==> config.mk <==
export PLATFORM = sky130hd
export DESIGN_NAME = program_loader
export DESIGN_NICKNAME = d
export VERILOG_FILES = /design/src/rtl/loader_pkg.sv /design/src/rtl/program_loader_byte_timer.sv /design/src/rtl/program_loader.sv
export SDC_FILE = /design/constraint.sdc
export NUM_CORES = 1
export LEC_CHECK = 0
export ABC_CLOCK_PERIOD_IN_PS = 5300
export CAP_MARGIN = 25
export CORE_MARGIN = 4
export CORE_UTILIZATION = 30
export DETAILED_ROUTE_END_ITERATION = 8
export HOLD_SLACK_MARGIN = 0.03
export PLACE_DENSITY_LB_ADDON = 0.05
export SLEW_MARGIN = 10
export SYNTH_ARGS = -nofsm -noshare
export SYNTH_HDL_FRONTEND = slang
export SYNTH_SLANG_ARGS = --single-unit
==> constraint.sdc <==
create_clock -name clk -period 5.3 [get_ports clk]
set_clock_uncertainty 0.2 [all_clocks]
set_input_delay 0.53 -clock clk [delete_from_list [all_inputs] [get_ports clk]]
set_output_delay 0.53 -clock clk [all_outputs]
set_load 0.03 [all_outputs]
==> src/rtl/loader_pkg.sv <==
// +----------------------------------------------------------------------+
// | loader_pkg : shared state encoding and frame constants for the loader |
// | Revision   : 1.0                                                      |
// +----------------------------------------------------------------------+
`default_nettype none
`timescale 1ns/1ps

package loader_pkg;

  typedef enum logic [2:0] {
    IDLE  = 3'd0,
    COUNT = 3'd1,
    LO    = 3'd2,
    HI    = 3'd3,
    WRITE = 3'd4,
    CHECK = 3'd5,
    DONE  = 3'd6,
    ERROR = 3'd7
  } loader_state_t;

  localparam logic [7:0] c_START_BYTE = 8'hA5;

endpackage

`default_nettype wire

==> src/rtl/program_loader_byte_timer.sv <==
// +----------------------------------------------------------------------+
// | byte_timer : inter-byte idle counter, flags when the gap is too long  |
// | Revision   : 1.0                                                      |
// +----------------------------------------------------------------------+
`default_nettype none
`timescale 1ns/1ps

module byte_timer #(
  parameter int TIMEOUT_CYCLES = 100000
) (
  input  logic clk,
  input  logic reset,
  input  logic clear,
  input  logic enable,
  output logic expired
);

  localparam int c_WIDTH = $clog2(TIMEOUT_CYCLES + 1);
  localparam logic [c_WIDTH-1:0] c_LAST = c_WIDTH'(TIMEOUT_CYCLES - 1);

  logic [c_WIDTH-1:0] r_count;

  // Saturates at the last value so a stalled count never wraps.
  always_ff @(posedge clk or negedge reset) begin
    if (!reset) begin
      r_count <= '0;
    end else if (clear) begin
      r_count <= '0;
    end else if (enable && (r_count != c_LAST)) begin
      r_count <= r_count + c_WIDTH'(1);
    end
  end

  assign expired = enable && !clear && (r_count == c_LAST);

endmodule

`default_nettype wire

==> src/rtl/program_loader.sv <==
// +----------------------------------------------------------------------+
// | program_loader : streams a checksummed byte frame into the text RAM   |
// | Revision       : 1.0                                                  |
// +----------------------------------------------------------------------+
`default_nettype none
`timescale 1ns/1ps

module program_loader
  import loader_pkg::*;
#(
  parameter int         ADDR_WIDTH     = 8,
  parameter int         DATA_WIDTH     = 12,
  parameter logic [7:0] START_BYTE     = c_START_BYTE,
  parameter int         TIMEOUT_CYCLES = 100000
) (
  input  logic                  clk,
  input  logic                  reset,
  input  logic [7:0]            rx_data,
  input  logic                  rx_valid,
  output logic                  rx_ready,
  output logic                  prog_write,
  output logic [ADDR_WIDTH-1:0] prog_addr,
  output logic [DATA_WIDTH-1:0] prog_cmd,
  output logic                  core_hold,
  output logic                  load_done,
  output logic                  load_error
);

  localparam int c_CW = (ADDR_WIDTH > 8) ? ADDR_WIDTH : 8;

  loader_state_t         r_state;
  loader_state_t         w_next_state;
  logic [7:0]            r_count;
  logic [ADDR_WIDTH-1:0] r_index;
  logic [7:0]            r_checksum;
  logic [ADDR_WIDTH-1:0] r_prog_addr;
  logic [DATA_WIDTH-1:0] r_prog_cmd;
  logic                  r_core_hold;
  logic                  r_load_done;
  logic                  r_load_error;
  logic                  w_accept;
  logic                  w_timer_en;
  logic                  w_timeout;
  logic                  w_last;
  logic                  w_is_start;
  logic [c_CW-1:0]       w_index_inc;

  assign w_accept    = rx_valid && rx_ready;
  assign w_is_start  = (rx_data == START_BYTE);
  assign w_index_inc = c_CW'(r_index) + c_CW'(1);
  assign w_last      = (w_index_inc == c_CW'(r_count));

  byte_timer #(
    .TIMEOUT_CYCLES(TIMEOUT_CYCLES)
  ) u_byte_timer (
    .clk    (clk),
    .reset  (reset),
    .clear  (w_accept),
    .enable (w_timer_en),
    .expired(w_timeout)
  );

  always_ff @(posedge clk or negedge reset) begin
    if (!reset) begin
      r_state <= IDLE;
    end else begin
      r_state <= w_next_state;
    end
  end

  always_comb begin
    w_next_state = r_state;
    rx_ready     = 1'b1;
    w_timer_en   = 1'b0;
    case (r_state)
      IDLE, DONE, ERROR: begin
        if (w_accept && w_is_start) w_next_state = COUNT;
      end
      COUNT: begin
        w_timer_en = 1'b1;
        if (w_accept)       w_next_state = (rx_data == 8'd0) ? ERROR : LO;
        else if (w_timeout) w_next_state = ERROR;
      end
      LO: begin
        w_timer_en = 1'b1;
        if (w_accept)       w_next_state = HI;
        else if (w_timeout) w_next_state = ERROR;
      end
      HI: begin
        w_timer_en = 1'b1;
        if (w_accept)       w_next_state = WRITE;
        else if (w_timeout) w_next_state = ERROR;
      end
      WRITE: begin
        rx_ready     = 1'b0;
        w_next_state = w_last ? CHECK : LO;
      end
      CHECK: begin
        w_timer_en = 1'b1;
        if (w_accept)       w_next_state = (rx_data == r_checksum) ? DONE : ERROR;
        else if (w_timeout) w_next_state = ERROR;
      end
      default: w_next_state = IDLE;
    endcase
  end

  always_ff @(posedge clk or negedge reset) begin
    if (!reset) begin
      r_count      <= '0;
      r_index      <= '0;
      r_checksum   <= '0;
      r_prog_addr  <= '0;
      r_prog_cmd   <= '0;
      r_core_hold  <= 1'b0;
      r_load_done  <= 1'b0;
      r_load_error <= 1'b0;
    end else begin
      case (r_state)
        IDLE, DONE, ERROR: begin
          if (w_accept && w_is_start) begin
            r_core_hold  <= 1'b1;
            r_load_done  <= 1'b0;
            r_load_error <= 1'b0;
            r_checksum   <= '0;
            r_index      <= '0;
          end
        end
        COUNT: begin
          if (w_accept) r_count <= rx_data;
        end
        LO: begin
          if (w_accept) begin
            r_prog_cmd[7:0] <= rx_data;
            r_checksum      <= r_checksum ^ rx_data;
          end
        end
        HI: begin
          // Bits above the instruction width are dropped but still checksummed.
          if (w_accept) begin
            r_prog_cmd[DATA_WIDTH-1:8] <= rx_data[DATA_WIDTH-9:0];
            r_checksum                 <= r_checksum ^ rx_data;
            r_prog_addr                <= r_index;
          end
        end
        WRITE: begin
          r_index <= r_index + ADDR_WIDTH'(1);
        end
        CHECK: begin
          if (w_accept && (rx_data == r_checksum)) begin
            r_load_done <= 1'b1;
            r_core_hold <= 1'b0;
          end
        end
        default: ;
      endcase
      // Every path into ERROR flags the failure; core_hold is left asserted.
      if ((w_next_state == ERROR) && (r_state != ERROR)) r_load_error <= 1'b1;
    end
  end

  assign prog_write = (r_state == WRITE);
  assign prog_addr  = r_prog_addr;
  assign prog_cmd   = r_prog_cmd;
  assign core_hold  = r_core_hold;
  assign load_done  = r_load_done;
  assign load_error = r_load_error;

endmodule

`default_nettype wire

Word level (Yosys, flattened, before mapping)
Cells that the tools add are included.
W data, S select, Z words.
- add/sub/neg operators: 2
- $mul: 0
- divide/modulo/power cells: 0
- $lt $le $gt $ge: 0
- equality and inequality tests: 17
- shifts and indexed selects: 0
- muxes and demuxes: 26
- bitwise operators: 1
- reduce and logical (&&, ||, !) cells: 26
- operator list (kind ; number):
    $mux W17 ; 2
    $pmux W8 S2 ; 2
    $mux W3 ; 8
    $pmux W3 S6 ; 1
    $add A17 B1 Y17 const B ; 1
    $eq A17 B17 Y1 const B ; 1
    $ne A17 B17 Y1 const B ; 1
    $eq A8 B8 Y1 ; 2
    $mux W8 ; 2
    $eq A3 B3 Y1 const B ; 5
    $reduce_bool A2 Y1 ; 6
    $reduce_and A2 Y1 ; 5
    $mux W1 ; 9
    $add A8 B1 Y8 const B ; 1
    $eq A8 B8 Y1 const B ; 1
    $logic_not A8 Y1 ; 1
    $xor A8 B8 Y8 ; 1
    $logic_and A1 B1 Y1 ; 7
    $eq A3 B2 Y1 const B ; 2
    $reduce_and A3 Y1 ; 2
    $ne A2 B2 Y1 const B ; 2
    $pmux W1 S2 ; 2
    $reduce_or A4 Y1 ; 1
    $eq A3 B1 Y1 const B ; 1
    6 further kinds ; 6
- register bits: 67
- latch bits: 0
- RAM bits: 0
- ROM bits: 0
- bits of input ports: 11
- word-level logic and storage cells: 83
- memories: 0

Longest topological paths before layout
- depth after elaboration: 13
- mapped depth: 8
- mapped depth without buffers: 7

Modules after synthesis
A second synthesis with hierarchy kept.
- cells, all modules: 399
- area, all modules: 3731.1 sq um
- by module, submodules not included (module ; instances ; cells each ; area each (sq um)):
    program_loader ; 1 ; 280 ; 2707.6
    byte_timer ; 1 ; 119 ; 1023.5

Worst setup path before layout
OpenSTA, ideal clock, no wires.
- kind: register to register
- from: register r_index[0]
- to: register r_state[1]
- library setup time: 0.128 ns
- arrival: 1.822 ns
- setup slack: 3.150 ns
- cell stages (with the launch flop): 9
- path buffers: 1
- clock period less this slack: 2.150 ns
- cell sequence: dfrtp_1 -> ha_1 -> buf_2 -> nand3_1 -> nor2_1 -> xnor2_1 -> a221oi_1 -> or4_1 -> nor2b_1
- longest elaborated chain between the ends: 4
- RTL lines (element ; RTL line ; text):
    start, declared ; program_loader.sv:34 ; logic [ADDR_WIDTH-1:0] r_index;
    start signal, assigned ; program_loader.sv:146 ; r_index <= r_index + ADDR_WIDTH'(1);
    $add A8 B1 Y8 ; program_loader.sv:50 ; assign w_index_inc = c_CW'(r_index) + c_CW'(1);
    $eq A8 B8 Y1 ; program_loader.sv:51 ; assign w_last = (w_index_inc == c_CW'(r_count));
    $mux W3 ; program_loader.sv:96 ; w_next_state = w_last ? CHECK : LO;
    $pmux W3 S6 ; program_loader.sv:75 ; case (r_state)
    via w_next_state[1] ; program_loader.sv:32 ; loader_state_t w_next_state;
    end signal, assigned ; program_loader.sv:67 ; r_state <= w_next_state;
    end, declared ; program_loader.sv:31 ; loader_state_t r_state;
The timed path passes the listed nets, and every way through them passes these cells.
A chain may end at the register's enable or synchronous reset.

Worst setup path after layout
- from: register r_state[2]
- to: output port prog_write
- longest elaborated chain between the ends: 1
- RTL lines (element ; RTL line ; text):
    $eq A3 B3 Y1 ; program_loader.sv:161 ; assign prog_write = (r_state == WRITE);
    end, declared ; program_loader.sv:21 ; output logic prog_write,
Every way passes these cells.

==> flow_summary_export.csv <==
group,metric,value,unit
routing,via_per_inst,5.036,
die,rows,40,
cells_and_area,fin_cells,533,
sta,rsz0062_at_grt,"no",
logic_synthesis,synth_area_leaders,"dfrtp_1 (46%), mux2_2 (8.6%), xnor2_1 (6.2%)",
pwr,pwr-share-clk,0.260,
cells_and_area,nFillCells,1221,
pwr,ir_worst_vdd,0.2213,mV
cts,h-tree-depth,3,
global_routing,grt_overflow_total,0,
pwr,p_int,1581,uW
cts,cts_setup_buffers,0,
worst_setup_path,critPathLaunchType,"flop",
die,start_util,0.3057,
worst_hold_path,hold_class,"in2async",
run_status,status,"finished clean",
cells_and_area,area_growth,20.82,%
pwr,p_switching,944.6,uW
logic_synthesis,ys_types,62,
place,dpl.hpwl,5.917,mm
pwr,powerDensity,569.2,nW/um2
pwr,p_leak,0.001786,uW
routing,drt_iter0_drc,117,
cts,cts_sinks,67,
die,core_area,12010,um2
logic_synthesis,synth.top_cell.area_share,0.4566,
cells_and_area,drive_above_1_share,0.1736,
global_routing,grt_antenna_before_repair,0,
sta,final-max-slew-violation-count,0,
place,io_buffers,35,
cells_and_area,multiInputGateArea,1853,um2
pwr,p_sw_frac,0.3740,
worst_setup_path,slowest_stage,"dfrtp_1",
worst_setup_path,cp-end-kind,"primary output",
logic_synthesis,synth.area.mux_share,0.09131,
logic_synthesis,synth_area,3672,um2
pwr,p_seq_frac,0.352,
cts,cts_buffer_depth,2,
sta,finalCritPeriodShare,0.6420,
logic_synthesis,ys_ff_latch,67,
routing,vias,2684,
die,io_pins,36,
logic_synthesis,syn_avg_cell_area,10.46,um2
die,dieArea,14080,um2
logic_synthesis,synth_compound_gate_area_share,0.1264,
place,dp.cells,517,
routing,wl_per_cell,16.13,um
logic_synthesis,ys_warn_count,0,
sta,worst_pin_slew,0.8824,ns
cells_and_area,layout_commonest_cell,"dfrtp_1",
logic_synthesis,ys_async_sr_fraction,1.000,
routing,drc,0,
global_routing,grt_pass1_vias,2718,
sta,setup_viol,0,
cells_and_area,diodes,0,
die,die_h,118.6,um
cts,cts_root_buf,"clkbuf_16",
cts,cts_tree,"done",
sta,tns,0,ns
worst_setup_path,critical_path_class,"reg2out",
worst_setup_path,arrival,2.67,ns
logic_synthesis,synth_fa_ha_area_frac,0.006814,
pwr,comb_power_share,0.388,
sta,min_period,3.403,ns
cells_and_area,layout_common_cells,"dfrtp_1 (67), clkdlybuf4s50_1 (34), nor2_1 (30), mux2_2 (28), xnor2_1 (26)",
cts,clkSlewWorstSetupHoldPaths,0.06,ns
global_routing,grt_first_pass_wirelength,14.75,mm
cts,postCtsResizedCells,0,
routing,wl_met2,3.641,mm
routing,wl_met3,300,um
logic_synthesis,ys_seq_area_frac,0.4566,
worst_setup_path,slowest_delay,0.82,ns
logic_synthesis,synth-simple-area-share,0.1990,
logic_synthesis,synth-xor-area-share,0.08109,
cts,numCtsBuffers,9,
die,die_w,118.6,um
global_routing,grt_usage,0.1322,
run,maxCapViolCount,0,
worst_setup_path,crit_chain,"or3b_1, clkinv_8, clkdlybuf4s50_1",
worst_setup_path,reg2regPathDepth,7,
place,gp_congestion,0.7550,
logic_synthesis,synth_flop_cell,"dfrtp_1",
logic_synthesis,yosysTopAreaCell,"dfrtp_1",
worst_setup_path,crit_fanout,20,
routing,dr.max_layer_used,"met4",
logic_synthesis,synth_top_family_by_area,"simple AND/OR/NAND/NOR gates",
worst_setup_path,crit_required,4.57,ns
routing,ant_nets,0,
routing,wl_met1,4.484,mm
routing,wl,8.598,mm
sta,relSlewSlack,0.4118,
cells_and_area,final_nets,394,
routing,dr.pass1.iters,4,
cts,cts_hold_buf,0,
logic_synthesis,synth-edff-count,0,
sta,final_hold_viol_count,0,
logic_synthesis,synthCells,351,
logic_synthesis,synth_fp_nets,364,
global_routing,grt_max_degree,68,
sta,fmax,293.9,MHz
cells_and_area,regArea,1677,um2
cts,clock_latency,0.33,ns
[flip-flops by register name, indices dropped and copies added, names as in the netlist]
register              flops
prog_addr                 8
r_count                   8
r_checksum                8
load_done                 1
r_index                   8
prog_cmd                 12
load_error                1
u_byte_timer.r_count     17
core_hold                 1
r_state                   3
[cell usage after synthesis, types with 4 or more instances]
cell type and instances:
nor2_1 30, xor2_1 8, nor2b_1 4, nor3_1 5, inv_1 7, and3_1 5
nand4_1 5, a21oi_1 12, mux2_2 28, o21ai_0 16, a21o_1 9, nand3_1 11
or3_1 5, nor3b_1 8, and4_1 7, nand2_1 22, dfrtp_1 67, o21ai_1 9
buf_2 8, xnor2_1 26
[routing by layer]
layer	track usage	vias up
met3	0.03158	15
met2	0.1819	35
met4	0.05648	0
li1	-	1316
met5	0	-
met1	0.1954	1318
[worst paths after layout]
| path | end | slack, ns | startpoint |
|---|---|---|---|
| worst max-delay path | prog_write | 1.90 | r_state[2] |
| worst min-delay path | prog_addr[6] | 0.20 | reset |
| worst max register to register | load_done | 2.40 | r_state[2] |
| worst min register to register | prog_addr[6] | 0.30 | prog_addr[6] |
| max in group asynchronous | u_byte_timer.r_count[0] | 4.13 | reset |
| min in group clk | prog_addr[6] | 0.30 | prog_addr[6] |
[cell type report]
type	count	area share
clock buffers	10	0.05386
clock inverters	6	0.02002
inverters	8	0.009588
multi-input cells	259	0.4177
flip-flops and latches	67	0.3779
well taps	147	0.04146
repair buffers	36	0.07953
[power groups by stage]
| stage | Sequential [uW] | Combinational (uW) | Clock, uW |
|---|---|---|---|
| 5_1_grt | 926 | 1080 | 695 |
| 6_report | 890 | 980 | 656 |
| 4_1_cts | 892 | 996 | 673 |
| 3_3_place_gp | 896 | 992 | 0 |
| 2_1_floorplan | 962 | 623 | 0 |
| 3_5_place_dp | 900 | 992 | 0 |
[kinds of logic (layout without fill, tap and decap cells)]
logic type                 count (synthesis)  count (layout)
and+or+nand+nor                          125             125
xor gates and xnor gates                  34              34
adders and majority gates                  2               2
muxes                                     30              30
buffers and inverters                     25              60
AOI/OAI and AO/OA                         68              68
DFF                                       67              67
[worst max-delay path: cells and delay by family, from the launching register on]
family        cells  cell delay [ns]
simple gates      1             0.67
flops             1             0.82
buf+inv           2             0.83
[metrics by stage]
| stage | area [um2] | total power (uW) | hold slack (ns) | setup WS (ns) | util |
|---|---|---|---|---|---|
| finish | 4437 | 2526 | 0.2005 | 1.897 | 0.3694 |
| CTS | 4437 | 2562 | 0.2366 | 1.911 | 0.3694 |
| global placement | 4109 | 1887 | 0.2873 | 2.205 | 0.3421 |
| global route | 4437 | 2700 | 0.2864 | 1.831 | 0.3694 |
| detailed placement | 4109 | 1892 | 0.2911 | 2.185 | 0.3421 |
| floorplan | 3672 | 1585 | 0.03441 | 3.150 | - |
Note: power is estimated with default switching activity, not from simulation.
